<file path="src/rtl/x87_pkg.sv">
// ---------------------------------------------------------------------------
// x87_pkg
// Shared definitions for the CPU-side x87 issue logic and the FPU decode:
// memory access size encodings, writeback kind codes, the issue state
// enumeration and a small step-counter helper.
// ---------------------------------------------------------------------------
package x87_pkg;

  // Memory access sizes as driven on rd_size / wr_size
  localparam logic [1:0] SZ_16 = 2'd0;
  localparam logic [1:0] SZ_32 = 2'd1;
  localparam logic [1:0] SZ_64 = 2'd2;

  // Writeback kinds reported by the FPU alongside fpu_wb_value
  localparam logic [2:0] WB_NONE    = 3'd0;
  localparam logic [2:0] WB_ST0     = 3'd1;
  localparam logic [2:0] WB_STATUS  = 3'd2;
  localparam logic [2:0] WB_CONTROL = 3'd3;
  localparam logic [2:0] WB_TAG     = 3'd4;

  // Issue sequencer states
  typedef enum logic [2:0] {
    ST_IDLE  = 3'd0,
    ST_LOAD  = 3'd1,
    ST_START = 3'd2,
    ST_WAIT  = 3'd3,
    ST_STORE = 3'd4,
    ST_CMPL  = 3'd5
  } state_t;

  // Step counter advances while the FPU is busy and sticks at 15
  function automatic logic [3:0] stepNext(input logic [3:0] step, input logic busy);
    if (busy && (step != 4'hF)) begin
      return step + 4'd1;
    end
    return step;
  endfunction

endpackage

</file>
<file path="src/rtl/x87_issue_watchdog.sv">
// ---------------------------------------------------------------------------
// x87_issue_watchdog
// Cycle counter that bounds how long the issue logic waits for fpu_done.
//   i_clk    : clock
//   i_rst    : synchronous active-high reset
//   i_clear  : zero the count (used when an FPU operation starts)
//   i_enable : count this cycle (high for every WAIT cycle)
//   o_expire : high while enabled and the count has reached TIMEOUT-1
// ---------------------------------------------------------------------------
module x87_issue_watchdog #(
  parameter int TIMEOUT = 1024
) (
  input  logic i_clk,
  input  logic i_rst,
  input  logic i_clear,
  input  logic i_enable,
  output logic o_expire
);

  localparam int CW = $clog2(TIMEOUT) + 1;

  logic [CW-1:0] r_count;

  // The count stops at the expiry value so it can never wrap back below it
  always_ff @(posedge i_clk) begin
    if (i_rst || i_clear) begin
      r_count <= '0;
    end else if (i_enable && !o_expire) begin
      r_count <= r_count + CW'(1);
    end
  end

  assign o_expire = i_enable && (r_count == CW'(TIMEOUT - 1));

endmodule

</file>
<file path="src/rtl/x87_issue.sv">
// ---------------------------------------------------------------------------
// x87_issue
// CPU-side initiator of the x87 FPU command interface. Takes one ESC
// instruction at a time, fetches its memory operand when needed, starts the
// FPU, drives the step counter, captures writeback / memstore results,
// performs the store and returns a single completion to the pipeline.
//   i_clk, i_rst            : clock, synchronous active-high reset
//   i_instr_* / o_instr_ready : instruction offer from execute (ready in IDLE)
//   o_rd_* / i_rd_*         : memory operand read (held until i_rd_ack)
//   o_wr_* / i_wr_ack       : memory store (held until i_wr_ack)
//   o_fpu_* / i_fpu_*       : FPU start/step/done/writeback protocol
//   i_memstore_*            : FPU store request captured during WAIT
//   o_mem_rdata32/64        : latched memory operand for the FPU
//   o_cmpl_*                : one-cycle completion plus held result fields
// ---------------------------------------------------------------------------
module x87_issue
  import x87_pkg::*;
#(
  parameter int TIMEOUT = 1024,
  parameter int ADDR_W  = 32
) (
  input  logic              i_clk,
  input  logic              i_rst,
  input  logic              i_instr_valid,
  output logic              o_instr_ready,
  input  logic [7:0]        i_instr_op1,
  input  logic [7:0]        i_instr_op2,
  input  logic              i_instr_op2_valid,
  input  logic              i_instr_mem_load,
  input  logic [1:0]        i_instr_load_size,
  input  logic [ADDR_W-1:0] i_instr_addr,
  output logic              o_rd_req,
  output logic [ADDR_W-1:0] o_rd_addr,
  output logic [1:0]        o_rd_size,
  input  logic              i_rd_ack,
  input  logic [63:0]       i_rd_data,
  output logic              o_wr_req,
  output logic [ADDR_W-1:0] o_wr_addr,
  output logic [1:0]        o_wr_size,
  output logic [63:0]       o_wr_data,
  input  logic              i_wr_ack,
  output logic              o_fpu_start,
  output logic [7:0]        o_fpu_op1,
  output logic [7:0]        o_fpu_op2,
  output logic              o_fpu_op2_valid,
  output logic [3:0]        o_fpu_step,
  output logic [31:0]       o_mem_rdata32,
  output logic [63:0]       o_mem_rdata64,
  input  logic              i_fpu_busy,
  input  logic              i_fpu_done,
  input  logic              i_fpu_wb_valid,
  input  logic [2:0]        i_fpu_wb_kind,
  input  logic [15:0]       i_fpu_wb_value,
  input  logic              i_memstore_valid,
  input  logic [1:0]        i_memstore_size,
  input  logic [63:0]       i_memstore_data64,
  output logic              o_cmpl_valid,
  output logic              o_cmpl_wb_valid,
  output logic [2:0]        o_cmpl_wb_kind,
  output logic [15:0]       o_cmpl_wb_value,
  output logic              o_cmpl_timeout
);

  state_t r_state;
  state_t w_next;

  logic              r_outOfReset;
  logic [7:0]        r_op1;
  logic [7:0]        r_op2;
  logic              r_op2Valid;
  logic [ADDR_W-1:0] r_addr;
  logic [1:0]        r_loadSize;
  logic [63:0]       r_rdata64;
  logic [3:0]        r_step;
  logic              r_wbFlag;
  logic [2:0]        r_wbKind;
  logic [15:0]       r_wbValue;
  logic              r_stFlag;
  logic [1:0]        r_stSize;
  logic [63:0]       r_stData;
  logic              r_timeout;

  logic w_idleReady;
  logic w_accept;
  logic w_wdClear;
  logic w_wdEnable;
  logic w_expire;

  // Ready is held off for the first cycle after reset so every output reads
  // 0 while reset is applied and ready only rises once it has been released
  assign w_idleReady = (r_state == ST_IDLE) && r_outOfReset;
  assign w_accept    = i_instr_valid && w_idleReady;

  x87_issue_watchdog #(
    .TIMEOUT (TIMEOUT)
  ) u_watchdog (
    .i_clk    (i_clk),
    .i_rst    (i_rst),
    .i_clear  (w_wdClear),
    .i_enable (w_wdEnable),
    .o_expire (w_expire)
  );

  // State register
  always_ff @(posedge i_clk) begin
    if (i_rst) begin
      r_state <= ST_IDLE;
    end else begin
      r_state <= w_next;
    end
  end

  // Next-state and strobe outputs. fpu_done beats a same-cycle watchdog
  // expiry, and a memstore seen in the done cycle still forces a STORE.
  always_comb begin
    w_next        = r_state;
    o_instr_ready = w_idleReady;
    o_rd_req      = 1'b0;
    o_wr_req      = 1'b0;
    o_fpu_start   = 1'b0;
    o_cmpl_valid  = 1'b0;
    w_wdClear     = 1'b0;
    w_wdEnable    = 1'b0;
    case (r_state)
      ST_IDLE: begin
        if (w_accept) begin
          w_next = i_instr_mem_load ? ST_LOAD : ST_START;
        end
      end
      ST_LOAD: begin
        o_rd_req = 1'b1;
        if (i_rd_ack) begin
          w_next = ST_START;
        end
      end
      ST_START: begin
        o_fpu_start = 1'b1;
        w_wdClear   = 1'b1;
        w_next      = ST_WAIT;
      end
      ST_WAIT: begin
        w_wdEnable = 1'b1;
        if (i_fpu_done) begin
          w_next = (r_stFlag || i_memstore_valid) ? ST_STORE : ST_CMPL;
        end else if (w_expire) begin
          w_next = ST_CMPL;
        end
      end
      ST_STORE: begin
        o_wr_req = 1'b1;
        if (i_wr_ack) begin
          w_next = ST_CMPL;
        end
      end
      ST_CMPL: begin
        o_cmpl_valid = 1'b1;
        w_next       = ST_IDLE;
      end
      default: begin
        w_next = ST_IDLE;
      end
    endcase
  end

  // Instruction latches, operand capture, step counter and result capture.
  // Result flags are cleared on accept so the previous completion's fields
  // stay visible until a new instruction is taken.
  always_ff @(posedge i_clk) begin
    if (i_rst) begin
      r_outOfReset <= 1'b0;
      r_op1        <= '0;
      r_op2        <= '0;
      r_op2Valid   <= 1'b0;
      r_addr       <= '0;
      r_loadSize   <= SZ_16;
      r_rdata64    <= '0;
      r_step       <= '0;
      r_wbFlag     <= 1'b0;
      r_wbKind     <= WB_NONE;
      r_wbValue    <= '0;
      r_stFlag     <= 1'b0;
      r_stSize     <= SZ_16;
      r_stData     <= '0;
      r_timeout    <= 1'b0;
    end else begin
      r_outOfReset <= 1'b1;
      case (r_state)
        ST_IDLE: begin
          if (w_accept) begin
            r_op1      <= i_instr_op1;
            r_op2      <= i_instr_op2;
            r_op2Valid <= i_instr_op2_valid;
            r_addr     <= i_instr_addr;
            r_loadSize <= i_instr_load_size;
            r_step     <= '0;
            r_wbFlag   <= 1'b0;
            r_stFlag   <= 1'b0;
            r_timeout  <= 1'b0;
          end
        end
        ST_LOAD: begin
          if (i_rd_ack) begin
            r_rdata64 <= i_rd_data;
          end
        end
        ST_START: begin
          r_step   <= '0;
          r_wbFlag <= 1'b0;
          r_stFlag <= 1'b0;
        end
        ST_WAIT: begin
          r_step <= stepNext(r_step, i_fpu_busy);
          if (i_fpu_wb_valid) begin
            r_wbFlag  <= 1'b1;
            r_wbKind  <= i_fpu_wb_kind;
            r_wbValue <= i_fpu_wb_value;
          end
          if (i_memstore_valid) begin
            r_stFlag <= 1'b1;
            r_stSize <= i_memstore_size;
            r_stData <= i_memstore_data64;
          end
          if (w_expire && !i_fpu_done) begin
            r_timeout <= 1'b1;
          end
        end
        default: begin
        end
      endcase
    end
  end

  assign o_rd_addr       = (r_state == ST_LOAD)  ? r_addr     : '0;
  assign o_rd_size       = (r_state == ST_LOAD)  ? r_loadSize : SZ_16;
  assign o_wr_addr       = (r_state == ST_STORE) ? r_addr     : '0;
  assign o_wr_size       = (r_state == ST_STORE) ? r_stSize   : SZ_16;
  assign o_wr_data       = (r_state == ST_STORE) ? r_stData   : '0;
  assign o_fpu_op1       = r_op1;
  assign o_fpu_op2       = r_op2;
  assign o_fpu_op2_valid = r_op2Valid;
  assign o_fpu_step      = r_step;
  assign o_mem_rdata64   = r_rdata64;
  assign o_mem_rdata32   = r_rdata64[31:0];
  assign o_cmpl_wb_valid = r_wbFlag;
  assign o_cmpl_wb_kind  = r_wbKind;
  assign o_cmpl_wb_value = r_wbValue;
  assign o_cmpl_timeout  = r_timeout;

endmodule

</file>
<file path="config.mk">
export PLATFORM = sky130hd
export DESIGN_NAME = x87_issue
export DESIGN_NICKNAME = d
export VERILOG_FILES = /design/src/rtl/x87_pkg.sv /design/src/rtl/x87_issue_watchdog.sv /design/src/rtl/x87_issue.sv
export SDC_FILE = /design/constraint.sdc
export NUM_CORES = 1
export LEC_CHECK = 0
export BUFFER_PORTS_ARGS = -buffer_cell sky130_fd_sc_hd__buf_2
export CORE_AREA = 2 2 187 189
export CTS_CLUSTER_DIAMETER = 30
export DETAILED_ROUTE_END_ITERATION = 10
export DIE_AREA = 0 0 189 191
export PLACE_DENSITY_LB_ADDON = 0.15
export SYNTH_ARGS = -nofsm -noshare
export SYNTH_HDL_FRONTEND = slang
export SYNTH_SLANG_ARGS = --single-unit
</file>
<file path="constraint.sdc">
create_clock -name i_clk -period 2.69 [get_ports i_clk]
set_input_delay 0.269 -clock i_clk [delete_from_list [all_inputs] [get_ports i_clk]]
set_output_delay 0.269 -clock i_clk [all_outputs]
set_load 0.01 [all_outputs]
</file>
==> results of run 1 <==
## cell usage after synthesis (2+ instances only)
| library cell | number | share of area |
|---|---|---|
| buf_1 | 3 | 0.0012 |
| o211a_1 | 2 | 0.0022 |
| o21ai_0 | 9 | 0.0049 |
| dfxtp_1 | 222 | 0.49 |
| o21a_1 | 2 | 0.0016 |
| clkbuf_1 | 57 | 0.023 |
| nand2_1 | 412 | 0.17 |
| nand3_1 | 7 | 0.0038 |
| nor3b_2 | 2 | 0.0027 |
| o31ai_1 | 7 | 0.0058 |
| and2_1 | 136 | 0.093 |
| ha_1 | 2 | 0.0027 |
| buf_4 | 39 | 0.032 |
| or4_1 | 4 | 0.0033 |
| buf_2 | 18 | 0.0099 |
| nand3b_1 | 2 | 0.0016 |
| and3_1 | 3 | 0.0021 |
| or2_2 | 2 | 0.0014 |
| o211ai_1 | 2 | 0.0016 |
| o311ai_0 | 2 | 0.0019 |
| nand4_1 | 2 | 0.0014 |
| or3_1 | 4 | 0.0027 |
| a21oi_1 | 216 | 0.12 |
| nor2_1 | 7 | 0.0029 |
| inv_1 | 4 | 0.0016 |
| nor3_1 | 3 | 0.0016 |
| a211oi_1 | 2 | 0.0016 |
| nand4b_1 | 2 | 0.0019 |
## layer usage
metal  vias to the layer above  global-route usage
met4                         0             0.06821
met3                        41             0.05287
met5                         -                   0
li1                       5128                   -
met2                       369              0.3205
met1                      4618              0.2025
## layout make-up
type                    instances  area (µm²)  area share
repair buffers                703        4681      0.2954
multi-input cells             845        4080      0.2575
diodes                          1       2.502   0.0001579
clock inverters                21       280.3     0.01769
flip-flops and latches        222        4446      0.2805
well taps                     455       569.3     0.03593
clock buffers                  87        1773      0.1119
inverters                       4       15.01   0.0009475
## power by group
group / internal [mW] / total [mW] / switching, mW
clock network: 5.05 / 7.07 / 2.02
logic: 0.465 / 0.891 / 0.426
registers: 3.40 / 3.47 / 0.0724
total: 8.91 / 11.4 / 2.52
## per-stage QoR
| step | util | std cells | cell area, µm² | hold slack (ps) |
|---|---|---|---|---|
| after floorplan | - | 1189 | 9133 | 405.0 |
| after global placement | 0.3461 | 2031 | 11810 | 437.3 |
| after detailed placement | 0.3461 | 2031 | 11810 | 441.8 |
| after CTS | 0.4644 | 2337 | 15840 | 10.36 |
| after global routing | 0.4645 | 2338 | 15850 | 13.84 |
| final | 0.4645 | 2338 | 15850 | 42.87 |
## cells by family (layout without fill, tap and decap cells)
| group | count (synthesis) | in the layout | synth area share |
|---|---|---|---|
| compound gates | 247 | 247 | 0.1423 |
| other cells | 0 | 1 | 0 |
| buf+inv | 122 | 815 | 0.06946 |
| fa+ha+maj | 2 | 2 | 0.002740 |
| simple gates | 596 | 596 | 0.2988 |
| flops | 222 | 222 | 0.4866 |
## worst max-delay path by stage
| stage | startpoint | to | slack [ps] | depth (start not counted) |
|---|---|---|---|---|
| 2_1_floorplan | r_state[2] | o_wr_data[55] | 980 | 4 |
| 3_3_place_gp | r_state[0] | o_cmpl_timeout | 640 | 4 |
| 3_5_place_dp | r_state[0] | o_cmpl_timeout | 640 | 4 |
| 4_1_cts | r_state[2] | o_wr_data[26] | 110 | 4 |
| 5_1_grt | r_state[0] | o_rd_addr[0] | 40 | 4 |
| 6_report | r_state[0] | o_rd_addr[0] | 200 | 4 |
## repair_timing
item | CTS | global route
resized for setup | 0 | 1
endpoints found under the setup margin | 0 | 27
hold buffers | 198 | 0
hold endpoints to repair | 200 | 0
## registers in the layout, summed over array words and instances, names as in the netlist, 3 cells and up
signal              flops
o_fpu_op1               8
o_fpu_step              4
o_cmpl_wb_value        16
r_stData               64
r_state                 3
r_addr                 32
o_fpu_op2               8
o_mem_rdata64          64
o_cmpl_wb_kind          3
u_watchdog.r_count     11
## critical path, cell delays in order (launching register included)
cell and delay (ps):
dfxtp_1 660, nor3b_4 310, buf_4 310, and2_1 210, buf_2 150
==> results.yml, run 1 <==
run_status:
  status: "completed"
synth:
  synthArstFlopShare: 0
  postSynthCellCount: 1189
  yosysUniqueCellTypes: 44
  yosys_register_bits: 222
  synth_flop_cell: "dfxtp_1"
  synth_seq_area_share: 0.4866
  synthesis.nets: 1401
  yosysWarnings: 0
  avgSynthCellArea_um2: 7.681
  synth-edff-count: 0
  syn_area_mm2: 0.009133
layout:
  mostFrequentLayoutCells: "buf_2, nand2_1, dfxtp_1"
  fill_cells: 3405
  mostFrequentLayoutCell: "buf_2"
  area_growth_pct: 73.52
  drive_above_1_share: 0.3284
  fin_nets: 2047
grt:
  grt_pass1_wl_um: 52220
  grt_max_degree: 103
  grtUsageTotal: 0.1800
  antenna_found_initial: 1
  grt_pass1_vias: 9975
  overflow: 0
pwr:
  power_mw: 11.43
  p_leak_nw: 7.214
  p_per_area_mw_per_mm2: 721.2
  vdd_ir_drop_max_v: 0.0004907
timing:
  worst_slew_pin_slew_ps: 734.2
  setup_violations: 0
  skew_ps: 14.26
  setup_slack_ps: 197.8
  fmax_mhz: 401.3
  rsz0062_at_grt: "false"
  setup-tns-final_ps: 0
  final_max_slew_viol_count: 0
  hold_viol: 0
  relSlewSlack: 0.5105
  finalCritPeriodShare: 0.9265
  period_needed_ps: 2492
die:
  die-width_um: 189
  start_util: 0.2677
  num_rows: 68
  dieArea_mm2: 0.03610
  core-area_mm2: 0.03412
  io_pins: 485
  die_h_um: 191
critical_path:
  r2r_slack_ps: 640
  rr_endpoint: "o_cmpl_timeout"
  crit_path_end_kind: "output port"
  worstPathRequired_ps: 2420
  cp.arrival_ps: 2220
  critPathKind: "register to output port"
  crit_fanout: 32
  worstSetupStartpointType: "register"
  critical_path.reg2reg.startpoint: "r_state[0]"
  reg2reg_depth: 4
clock_tree:
  path_clk_slew_ps: 40
  cts_root_buf: "clkbuf_16"
  cts_buffers: 59
  cts_setup_buffers: 0
  cts_tree: "yes"
  clock_path_buffers: 3
  clock_sinks: 222
  htree_levels: 2
  clock_latency_ps: 560
placement:
  gp_congestion: 0.7876
  hpwl_um: 22430
  pre_cts_ws_ps: 641.4
  io_buffers: 484
routing:
  wl_per_cell_um: 14.54
  top_layer_used: "met4"
  drt-initial-drc-count: 282
  vias: 10160
  wl_met2_um: 16710
  drt-met1-wl_um: 14040
  drc: 0
  drt-vias-per-instance: 4.344
  routed-wl-met3_um: 2530
  ant_nets: 0
  wl_um: 33990
  dr.pass1.iters: 4
run:
  cap_violations: 0
min_path:
  hold_end: "r_stData[57]"
  hold_start: "i_memstore_data64[57]"
  hp-class: "input port to register"
  holdPathStages: 3
Power figures use the tool's default switching activity.
==> run 2, diff against run 1 <==
==> constraint.sdc (replaced) <==
create_clock -name i_clk -period 2.69 [get_ports i_clk]
set_input_delay 0 -clock i_clk [delete_from_list [all_inputs] [get_ports i_clk]]
set_output_delay 0 -clock i_clk [all_outputs]
set_load 0.01 [all_outputs]
==> run 2 against run 1 <==
Compared with the run above: combinational power rose by 2.5%; hold slack improved by 39 ps; core utilization rose by 1.9 points; clock skew rose by 5.9 ps; cell count rose by 2.5%; sequential power barely moved; via count rose by 3.1%; global-route usage rose by 0.28 points; clock-buffer cell count fell by 7; die area did not move; critical endpoint is now r_stData[63]; largest cell class unchanged; largest power group unchanged.
==> results.yml, run 2 (synthesis gave the netlist of run 1 again) <==
placement:
  dpl_cell_area_mm2: 0.01175
  hpwl_um: 22390
  io_buffers: 484
  gp_congestion: 0.7603
  dp.cells: 2027
layout:
  mostFrequentLayoutCell: "buf_2"
  seq_area_mm2: 0.004444
  mostFrequentLayoutCells: "buf_2, nand2_1, dlygate4sd3_1"
  finalInstanceArea_mm2: 0.01650
  drive_above_1_share: 0.3228
  fin_nets: 2099
  area_growth_pct: 80.68
  fill_cells: 3301
  stdcell_count: 2396
  multi_input_area_mm2: 0.004080
critical_path:
  crit_fanout: 28
  reg2reg_depth: 6
  cp.arrival_ps: 2950
  critPathKind: "register to register"
  worstSetupStartpointType: "register"
  crit_path_end_kind: "register"
  worstPathRequired_ps: 3210
timing:
  worst_slew_pin_slew_ps: 718.7
  period_needed_ps: 2426
  final_max_slew_viol_count: 0
  hold_viol: 0
  relSlewSlack: 0.5209
  rsz0062_at_grt: "false"
  fmax_mhz: 412.2
  setup_violations: 0
  finalCritPeriodShare: 0.9018
  setup-tns-final_ps: 0
  hold_ws_ps: 81.88
  skew_ps: 20.19
routing:
  drc: 0
  ant_nets: 0
  drt-initial-drc-count: 303
  wl_um: 34740
  dr.pass1.iters: 5
  drt-vias-per-instance: 4.369
  vias: 10470
  wl_per_cell_um: 14.50
die:
  dieArea_mm2: 0.03610
  io_pins: 485
  num_rows: 68
  start_util: 0.2677
  die-width_um: 189
  core-area_mm2: 0.03412
  die_h_um: 191
grt:
  grt_max_degree: 108
  grt_pass1_wl_um: 53190
  grt_pass1_vias: 10280
  grtUsageTotal: 0.1828
  antenna_found_initial: 1
  overflow: 0
min_path:
  holdPathStages: 4
  hp-class: "input port to register"
clock_tree:
  path_clk_slew_ps: 40
  cts_buffers: 61
  cts_tree: "yes"
  htree_levels: 2
  clock_latency_ps: 580
  cts_root_buf: "clkbuf_16"
  cts_setup_buffers: 0
  clock_sinks: 222
  clock_path_buffers: 3
pwr:
  p_per_area_mw_per_mm2: 729.0
  vdd_ir_drop_max_v: 0.0004915
  p_leak_nw: 7.616
  power_mw: 12.03
run:
  cap_violations: 0
run_status:
  status: "completed"
-- run 2: cell types whose count changed in the layout (fill, tap and decap cells not counted), sizes merged --
cell / delta
dlygate4sd3: +54
clkbuf: -7
clkinv: +7
buf: -4
bufinv: +4
clkinvlp: +3
diode: +1
-- run 2: path summary, 6_finish.rpt --
path,startpoint,end,slack (ps)
worst max register to register,r_state[0],r_stData[63],260
worst max-delay path,r_state[0],r_stData[63],260
worst min-delay path,i_rd_ack,o_mem_rdata64[41],80
worst min register to register,r_stData[35],r_stData[35],450
-- run 2: worst max-delay path: stages (launching register included) --
cell	delay, ps
dfxtp_1	680
and3b_1	310
and2_2	350
buf_12	220
nand2_1	90
a21oi_1	140
dlygate4sd3_1	560
-- run 2: what timing repair did --
item,in CTS,in global routing
gates resized for setup,0,1
hold buffers,252,0
endpoints found under the setup margin,0,3
hold endpoints to repair,211,0
-- run 2: power by group --
| group | switching (mW) | leakage [nW] | internal [mW] | total (mW) |
|---|---|---|---|---|
| clock network | 2.14 | 1.09 | 5.51 | 7.65 |
| registers | 0.0717 | 1.80 | 3.40 | 3.47 |
| logic | 0.429 | 4.73 | 0.484 | 0.913 |
| total | 2.64 | 7.62 | 9.39 | 12.0 |
-- run 2: stage by stage --
stage                     worst slack, ps    util
final                               264.2  0.4836
after global routing                56.42  0.4836
after CTS                           223.2  0.4834
after detailed placement            559.5  0.3445
after global placement              627.8  0.3445
after floorplan                      1114       -
-- run 2: per-layer routing --
metal / track usage / vias to the layer above / routed length (µm)
li1: - / 5250 / -
met1: 0.2071 / 4761 / 14060
met2: 0.3202 / 389 / 16870
met3: 0.06022 / 67 / 2914
met4: 0.06611 / 0 / 893
met5: 0 / - / 0
-- run 2: cell type report --
class,count,share of cell area
Tap cell,455,0.03450
Clock buffer,80,0.1073
Timing Repair Buffer,753,0.3133
Antenna cell,2,0.0003033
Multi-Input combinational cell,845,0.2473
Inverter,4,0.0009099
Sequential cell,222,0.2693
Clock inverter,35,0.02707
